### config.mk
export PLATFORM = sky130hd
export DESIGN_NAME = minn_window_sum_mc_flat
export DESIGN_NICKNAME = d
export VERILOG_FILES = /design/src/rtl/minn_window_sum_mc_if.sv /design/src/rtl/minn_window_sum_mc.sv /design/src/flat_wrapper.sv
export SDC_FILE = /design/constraint.sdc
export NUM_CORES = 2
export LEC_CHECK = 0
export CAP_MARGIN = 20
export CORE_ASPECT_RATIO = 1.75
export CORE_MARGIN = 8
export CORE_UTILIZATION = 66
export CTS_CLUSTER_DIAMETER = 100
export DETAILED_ROUTE_END_ITERATION = 12
export PLACE_DENSITY = 0.83
export SLEW_MARGIN = 10
export SYNTH_ARGS = -nofsm -noshare
export SYNTH_HDL_FRONTEND = slang
export SYNTH_SLANG_ARGS = --single-unit
### constraint.sdc
create_clock -name clk -period 13.05 [get_ports clk]
set_clock_uncertainty 0.1 [all_clocks]
set_input_delay 3.915 -clock clk [delete_from_list [all_inputs] [get_ports clk]]
set_output_delay 3.915 -clock clk [all_outputs]
set_load 0.02 [all_outputs]
### src/rtl/minn_window_sum_mc_if.sv
// Purpose: config, sample and result bundle for the multi-channel window sum.
// Latency: none, wires only; timing is owned by minn_window_sum_mc.
// Backpressure: none; the sample side has a strobe but no ready.
interface minn_window_sum_mc_if #(
  parameter int WIDTH     = 16,
  parameter int MAX_DEPTH = 64,
  parameter int CHANNELS  = 2
);
  localparam int DW = $clog2(MAX_DEPTH + 1);
  localparam int SW = WIDTH + DW;

  logic [DW-1:0]             cfg_depth;
  logic                      cfg_load;
  logic                      in_valid;
  logic [CHANNELS*WIDTH-1:0] sample_in;
  logic [CHANNELS*SW-1:0]    sum_out;
  logic                      out_valid;
  logic                      sum_valid;
  logic [DW-1:0]             fill_level;
  logic [DW-1:0]             depth_active;

  modport master (
    output cfg_depth, cfg_load, in_valid, sample_in,
    input  sum_out, out_valid, sum_valid, fill_level, depth_active
  );

  modport slave (
    input  cfg_depth, cfg_load, in_valid, sample_in,
    output sum_out, out_valid, sum_valid, fill_level, depth_active
  );
endinterface

### src/rtl/minn_window_sum_mc.sv
// Purpose: per-lane sliding-window sum over the last N samples, N programmable at runtime.
// Latency: 1 cycle from an accepted sample to sum_out/out_valid.
// Backpressure: none; a sample is taken every cycle in_valid is high.
module minn_window_sum_mc #(
  parameter int WIDTH     = 16,
  parameter int MAX_DEPTH = 64,
  parameter int CHANNELS  = 2
) (
  input  logic                clk,
  input  logic                rst,
  minn_window_sum_mc_if.slave bus
);
  localparam int DW = $clog2(MAX_DEPTH + 1);
  localparam int SW = WIDTH + DW;
  localparam int PW = (MAX_DEPTH > 1) ? $clog2(MAX_DEPTH) : 1;

  // FILL: window not yet holding N samples, nothing to subtract.
  // RUN: window full, every new sample retires the oldest one.
  typedef enum logic {FILL, RUN} state_t;

  state_t                    state, state_nxt;
  logic [DW-1:0]             depth_q, depth_nxt;
  logic [DW-1:0]             fill_q, fill_nxt;
  logic [DW-1:0]             cfg_n;
  logic [PW-1:0]             wr_ptr, wr_ptr_nxt, wr_addr;
  logic [CHANNELS*SW-1:0]    sum_q, sum_nxt;
  logic                      out_valid_q;
  logic [CHANNELS*WIDTH-1:0] oldest;

  // Sample history; never cleared, stale words are masked by the FILL state.
  logic [WIDTH-1:0] mem [CHANNELS][MAX_DEPTH];

  function automatic logic [SW-1:0] sext(input logic [WIDTH-1:0] v);
    return {{DW{v[WIDTH-1]}}, v};
  endfunction

  // Clamp the requested window length into 1..MAX_DEPTH.
  always_comb begin
    cfg_n = bus.cfg_depth;
    if (bus.cfg_depth == '0) begin
      cfg_n = DW'(1);
    end else if (bus.cfg_depth > DW'(MAX_DEPTH)) begin
      cfg_n = DW'(MAX_DEPTH);
    end
  end

  // Oldest sample sits at the write pointer and is read before this cycle's overwrite.
  always_comb begin
    oldest = '0;
    for (int k = 0; k < CHANNELS; k++) begin
      oldest[k*WIDTH +: WIDTH] = mem[k][wr_ptr];
    end
  end

  // Next-state for FSM, window length, fill count and write pointer.
  always_comb begin
    state_nxt  = state;
    depth_nxt  = depth_q;
    fill_nxt   = fill_q;
    wr_ptr_nxt = wr_ptr;
    wr_addr    = wr_ptr;
    if (bus.cfg_load) begin
      // Restart; a coincident sample becomes the first of the new window.
      depth_nxt = cfg_n;
      wr_addr   = '0;
      if (bus.in_valid) begin
        fill_nxt   = DW'(1);
        wr_ptr_nxt = (cfg_n == DW'(1)) ? '0 : PW'(1);
        state_nxt  = (cfg_n == DW'(1)) ? RUN : FILL;
      end else begin
        fill_nxt   = '0;
        wr_ptr_nxt = '0;
        state_nxt  = FILL;
      end
    end else if (bus.in_valid) begin
      // Pointer wraps at N-1, not at the end of storage.
      wr_ptr_nxt = (DW'(wr_ptr) == depth_q - DW'(1)) ? '0 : wr_ptr + PW'(1);
      if (state == FILL) begin
        fill_nxt = fill_q + DW'(1);
        if (fill_q + DW'(1) == depth_q) begin
          state_nxt = RUN;
        end
      end
    end
  end

  // Per-lane running sum: add the new sample, retire the oldest once the window is full.
  always_comb begin
    sum_nxt = sum_q;
    for (int k = 0; k < CHANNELS; k++) begin
      if (bus.cfg_load) begin
        sum_nxt[k*SW +: SW] = bus.in_valid ? sext(bus.sample_in[k*WIDTH +: WIDTH]) : '0;
      end else if (bus.in_valid) begin
        sum_nxt[k*SW +: SW] = sum_q[k*SW +: SW]
                            + sext(bus.sample_in[k*WIDTH +: WIDTH])
                            - ((state == RUN) ? sext(oldest[k*WIDTH +: WIDTH]) : '0);
      end
    end
  end

  // FSM state register.
  always_ff @(posedge clk) begin
    if (rst) begin
      state <= FILL;
    end else begin
      state <= state_nxt;
    end
  end

  // Datapath and control registers; reset leaves the window at MAX_DEPTH.
  always_ff @(posedge clk) begin
    if (rst) begin
      depth_q     <= DW'(MAX_DEPTH);
      fill_q      <= '0;
      wr_ptr      <= '0;
      sum_q       <= '0;
      out_valid_q <= 1'b0;
    end else begin
      depth_q     <= depth_nxt;
      fill_q      <= fill_nxt;
      wr_ptr      <= wr_ptr_nxt;
      sum_q       <= sum_nxt;
      out_valid_q <= bus.in_valid;
    end
  end

  // Sample storage write, shared address across lanes.
  always_ff @(posedge clk) begin
    if (!rst && bus.in_valid) begin
      for (int k = 0; k < CHANNELS; k++) begin
        mem[k][wr_addr] <= bus.sample_in[k*WIDTH +: WIDTH];
      end
    end
  end

  assign bus.sum_out      = sum_q;
  assign bus.out_valid    = out_valid_q;
  assign bus.sum_valid    = (state == RUN);
  assign bus.fill_level   = fill_q;
  assign bus.depth_active = depth_q;
endmodule

### src/flat_wrapper.sv
// flat-port wrapper written by rule: the top's interface ports become plain ports
module minn_window_sum_mc_flat 
#(
  parameter int WIDTH     = 16,
  parameter int MAX_DEPTH = 64,
  parameter int CHANNELS  = 2
)
  (clk, rst, bus_cfg_depth, bus_cfg_load, bus_in_valid, bus_sample_in, bus_sum_out, bus_out_valid, bus_sum_valid, bus_fill_level, bus_depth_active);
  minn_window_sum_mc_if #(.WIDTH(WIDTH), .MAX_DEPTH(MAX_DEPTH), .CHANNELS(CHANNELS)) bus_i ();
  input  logic clk;
  input  logic rst;
  input wire logic [$bits(bus_i.cfg_depth)-1:0] bus_cfg_depth;
  input wire logic [$bits(bus_i.cfg_load)-1:0] bus_cfg_load;
  input wire logic [$bits(bus_i.in_valid)-1:0] bus_in_valid;
  input wire logic [$bits(bus_i.sample_in)-1:0] bus_sample_in;
  output wire logic [$bits(bus_i.sum_out)-1:0] bus_sum_out;
  output wire logic [$bits(bus_i.out_valid)-1:0] bus_out_valid;
  output wire logic [$bits(bus_i.sum_valid)-1:0] bus_sum_valid;
  output wire logic [$bits(bus_i.fill_level)-1:0] bus_fill_level;
  output wire logic [$bits(bus_i.depth_active)-1:0] bus_depth_active;
  assign bus_i.cfg_depth = bus_cfg_depth;
  assign bus_i.cfg_load = bus_cfg_load;
  assign bus_i.in_valid = bus_in_valid;
  assign bus_i.sample_in = bus_sample_in;
  assign bus_sum_out = bus_i.sum_out;
  assign bus_out_valid = bus_i.out_valid;
  assign bus_sum_valid = bus_i.sum_valid;
  assign bus_fill_level = bus_i.fill_level;
  assign bus_depth_active = bus_i.depth_active;
  minn_window_sum_mc #(.WIDTH(WIDTH), .MAX_DEPTH(MAX_DEPTH), .CHANNELS(CHANNELS)) u_core (.clk(clk), .rst(rst), .bus(bus_i));
endmodule
## Yosys cells after proc, flatten, opt, wreduce, memory -nomap -nowiden

Memory sizes are Yosys's and may differ from the RTL's.
Cells that the tools add are included.

- Bits of input ports: 43
- Bits in registers: 68
- Memories kept: 1
- Output and inout port bits: 62
- Bits in writable memories: 2048
- Logic and storage cells: 66

Memory list:

| name | words | bits a word | rd ports | clocked after memory_dff | wr ports | RTL line | RTL |
|---|---|---|---|---|---|---|---|
| u_core.mem | 2 | 1024 | 2 | 0 | 2 | minn_window_sum_mc.sv:31 | `logic [WIDTH-1:0] mem [CHANNELS][MAX_DEPTH];` |

- $add $sub $neg: 7
- Order comparisons: 4
- Bitwise operators: 2
- Multiplexer cells: 36
- Reduce and logical (&&, ||, !) cells: 6
- Eq/ne operators: 4

Operators with widths:

| kind | number |
|---|---|
| $mux W1024 | 1 |
| $bmux W16 S6 | 2 |
| $mux W23 | 8 |
| $demux W16 S6 | 1 |
| $mux W16 | 5 |
| $add A23 B23 Y23 | 2 |
| $sub A23 B23 Y23 | 2 |
| $mux W7 | 5 |
| $mux W6 | 5 |
| $ge A7 B7 Y1 const B | 2 |
| $not A6 Y7 | 2 |
| $mux W1 | 9 |
| $add A7 B1 Y7 const B | 1 |
| $eq A6 B7 Y1 | 1 |
| $eq A7 B1 Y1 const B | 1 |
| $eq A7 B7 Y1 | 1 |
| $gt A7 B7 Y1 const B | 1 |
| $logic_not A7 Y1 | 1 |
| $lt A7 B1 Y1 const B | 1 |
| $sub A7 B1 Y7 const B | 1 |
| $add A6 B1 Y6 const B | 1 |
| $logic_and A1 B1 Y1 | 2 |
| $ne A2 B2 Y1 const B | 1 |
| $reduce_and A2 Y1 | 1 |
| 2 further kinds | 2 |

## Logic depth before layout (Yosys ltp)

- Depth after elaboration: 8
- Gate-level depth with buffers: 24
- Mapped depth without buffers: 18

## Worst setup path after synthesis

No wires, ideal clock.

- Path type: input -> register
- Start point: input port bus_in_valid
- End point: memory u_core.mem[0][1000] in the netlist's numbering, enable pin
- Data arrival time: 7697 ps
- Setup time: 501 ps
- Data required time: 12449 ps
- Setup slack: 4751 ps
- Buffers on the path: 1
- Stages on the path: 5
- Cells stage by stage: clkbuf_1 -> nand2_1 -> inv_1 -> o21ai_0 -> nor4_1

RTL lines:

| what | RTL line | RTL |
|---|---|---|
| from (decl) | flat_wrapper.sv:14 | `input wire logic [$bits(bus_i.in_valid)-1:0] bus_in_valid;` |
| to (decl) | minn_window_sum_mc.sv:31 |  |

## Worst setup path in the final report

- Start point: register u_core.wr_ptr[2]
- End point: register u_core.sum_q[40] (netlist: u_core.bus.sum_out[40])

- Longest elaborated chain between the ends: 8

RTL lines:

| what | RTL line | RTL |
|---|---|---|
| from (decl) | minn_window_sum_mc.sv:25 | `logic [PW-1:0] wr_ptr, wr_ptr_nxt, wr_addr;` |
| from (signal assigned) | minn_window_sum_mc.sv:121 | `wr_ptr <= wr_ptr_nxt;` |
| $not A6 Y7 (not written as such) | minn_window_sum_mc.sv:51 | `oldest[k*WIDTH +: WIDTH] = mem[k][wr_ptr];` |
| $bmux W16 S6 | minn_window_sum_mc.sv:51 |  |
| $mux W16 (not written as such) (2 in a row) | minn_window_sum_mc.sv:51 |  |
| $mux W23 | minn_window_sum_mc.sv:96 | `- ((state == RUN) ? sext(oldest[k*WIDTH +: WIDTH]) : '0);` |
| $sub A23 B23 Y23 | minn_window_sum_mc.sv:96 |  |
| $mux W23 | minn_window_sum_mc.sv:93 | `end else if (bus.in_valid) begin` |
| $mux W23 | minn_window_sum_mc.sv:91 | `if (bus.cfg_load) begin` |
| to (signal assigned) | minn_window_sum_mc.sv:122 | `sum_q <= sum_nxt;` |
| to (decl) | minn_window_sum_mc.sv:26 | `logic [CHANNELS*SW-1:0] sum_q, sum_nxt;` |

Every way passes these cells. The select of a mux whose other input is x is not followed.
A chain may end at the register's enable or synchronous reset.

==> metrics <==
Synth top cells by count 2048 x edfxtp_1, 456 x mux4_2, 285 x mux2i_1, 183 x inv_1, 143 x a21oi_1; worst setup path category reg2reg; Initial DRT Pass Iterations 8; Top Usage Layer GRT met2; Pins Over Slew Limit 0; Mapped Nets 4542; fin util 0.730; Die X 288 um; Period minus WS final 7.65 ns; Setup Buffers After CTS 0; largest net degree at the start of global routing 119; Crit. Startpoint u_core.wr_ptr[2]; Syn Inst Count 4404; via/cell ratio 7.41; GR Util All Layers 0.332; Layout Area Growth over Synthesis 10.4%; Clk pwr share 0.375; crit-path max cell delay 0.73 ns; detailed-route DRC error count 0; count leader, synth edfxtp_1; hold_sp u_core.bus.fill_level[6]; Pleak 0.0297 uW; worst min path class reg2reg; Max clock buf depth 3; fmax 131 MHz; critical-path cell list buf_4 > buf_4 > buf_4 > mux4_2 > mux4_2 > mux2i_1 > a22oi_1 > fa_1 > inv_1 > ha_1 > a21oi_1 > a2bb2oi_1 > o211ai_1 > a21oi_1 > a21oi_1 > a31o_2 > a311o_1; CTS tree built; IO Pins 105; clock latency on the worst-skew pair 0.82 ns; full die area 0.142 mm2; Sink Count 2116; Die Ht 492 um; DR vias 47471; vias in the first global route 48069; Crit Path Max Fanout 46; CTS Hold Bufs 0; setup_tns 0 ns; Worst Tran Pin Value 1.10 ns; Synthesis Warnings 0; Seq pwr share 0.552; Setup Viol. Count Final 0; status finished clean; Overflow after GRT 0; ratio of cells with drive above 1 in the final layout 0.203; Critical Path Source Type flop; critical path data required time 13.65 ns; top_reg_cell synth edfxtp_1; root buffer cell clkbuf_16; Synth Register Bits 2116; CP Buf/Inv Count 4; met2 usage 0.553; drt first-iter violations 6888; Site Rows 175; top cell type's share of synthesized area 0.718; GRT met1 Usage 0.393; VDD IR max 0.138 mV; Total Power 13600 uW; Nets 4714; Avg Inst Size Synth 19.4 um2; Worst-path clk slew 0.07 ns; placer congestion estimate 0.921; DRT Wirelength 237 mm; initial antenna violation count 6; CTS buffer count 169; Routed WL per cell 37.0 um; reg2reg start u_core.wr_ptr[2]; sequential element share of the synthesized area 0.734; P per Cell Area 144 mW/mm2; Post-DP Area 0.0890 mm2; period utilisation layout 0.586; RSZ-0062 raised after global routing false; CP top delay family compound AO/OA/AOI/OAI gates; # fillers 6799; cell area after layout 0.0945 mm2; port bufs 104; Setup WS pre-CTS 5.19 ns; HPWL Detailed 125 mm; CP Capture Type flop; H-tree depth 4; Max-cap violations 0; GR Util met3 0.0603; Comb pwr share 0.073; worst setup margin 5.40 ns; EDFF count, synth 2048; post-synthesis async set-or-reset flop share 0; Max stage delay cell, worst path dfxtp_4; switch share 0.227; area of the core 0.129 mm2; post-synth top area cell edfxtp_1; CP arrival 8.26 ns; Initial Util 0.662; Netlist cell types 73; slew margin rel. 0.264; Cell Area, Synth 0.0856 mm2; Synth area leaders edfxtp_1 72%, mux4_2 12%, mux2i_1 3.3%, dfxtp_1 1.6%, o221ai_1 1.2%; first-pass GRT wire length 335 mm; Final Hold Viols 0; ANT nets after route 0; Switch Pwr 3090 uW; post-CTS sizing 0; cell-internal power 10500 uW
==> registers in the layout, indices dropped and copies added, names as in the netlist <==
name	cells
u_core.bus.out_valid	1
u_core.bus.fill_level	7
u_core.wr_ptr	6
u_core.bus.sum_out	46
u_core.bus.sum_valid	1
u_core.mem	2048
u_core.bus.depth_active	7
==> power groups by stage <==
stage	Clock (uW)	Combinational, uW	Sequential [uW]
3_5_place_dp	0	966	7650
4_1_cts	5110	980	7500
6_report	5100	992	7500
3_3_place_gp	0	946	7640
2_1_floorplan	0	627	7650
5_1_grt	5330	1060	7490
==> area by class of cell <==
type | count | area (um2) | share of cell area
Tap cell | 1681 | 2100 | 0.0223
Sequential cell | 2116 | 62900 | 0.666
Inverter | 185 | 702 | 0.00743
Clock buffer | 216 | 4460 | 0.0472
Multi-Input combinational cell | 1861 | 21300 | 0.226
Clock inverter | 100 | 981 | 0.0104
Antenna cell | 6 | 15.0 | 0.000159
Timing Repair Buffer | 243 | 2010 | 0.0213
==> logic make-up after synthesis <==
family / synth area share
multiplexers: 0.154
buffers and inverters: 0.0223
AO/OA/AOI/OAI: 0.0455
AND/OR/NAND/NOR: 0.0216
flip-flops: 0.734
XOR/XNOR: 0.00511
adder cells (fa/ha/maj): 0.0177
==> worst min-delay path, stage by stage, from the launching register on <==
cell and delay, ns:
dfxtp_1 0.34, o21ai_0 0.08, a21oi_1 0.06
==> per-stage QoR <==
| step | instances | hold slack [ns] |
|---|---|---|
| final | 6408 | 0.432 |
| after global routing | 6404 | 0.472 |
| after CTS | 6400 | 0.433 |
| after detailed placement | 6084 | 0.424 |
| after global placement | 6084 | 0.392 |
| after floorplan | 4404 | 0.482 |
==> final timing paths <==
kind / end / slack [ns] / depth (start not counted)
worst max-delay path: u_core.bus.sum_out[40] / 5.40 / 17
worst min-delay path: u_core.bus.fill_level[6] / 0.43 / 2
worst max register to register: u_core.bus.sum_out[40] / 5.40 / 17
worst min register to register: u_core.bus.fill_level[6] / 0.43 / 2
==> layout by cell type (no fill, tap or decap), types with 43 or more instances in the layout <==
cell / n
mux4_2: 456
ha_1: 51
nor2_1: 74
fa_1: 44
buf_4: 131
mux2i_1: 285
o221ai_1: 119
clkdlybuf4s50_1: 69
clkbuf_1: 44
dfxtp_1: 62
o21ai_0: 48
inv_1: 183
nor2_4: 60
a211oi_1: 43
nand2_1: 138
clkbuf_16: 171
a21oi_1: 143
o22ai_1: 67
edfxtp_1: 2048
==> per-layer routing <==
metal | vias up | wire, um
li1 | 18350 | -
met2 | 4346 | 118000
met1 | 23706 | 73200
met3 | 1063 | 26300
met4 | 6 | 19700
met5 | - | 39
No activity file was read; power rests on OpenSTA's default activity.
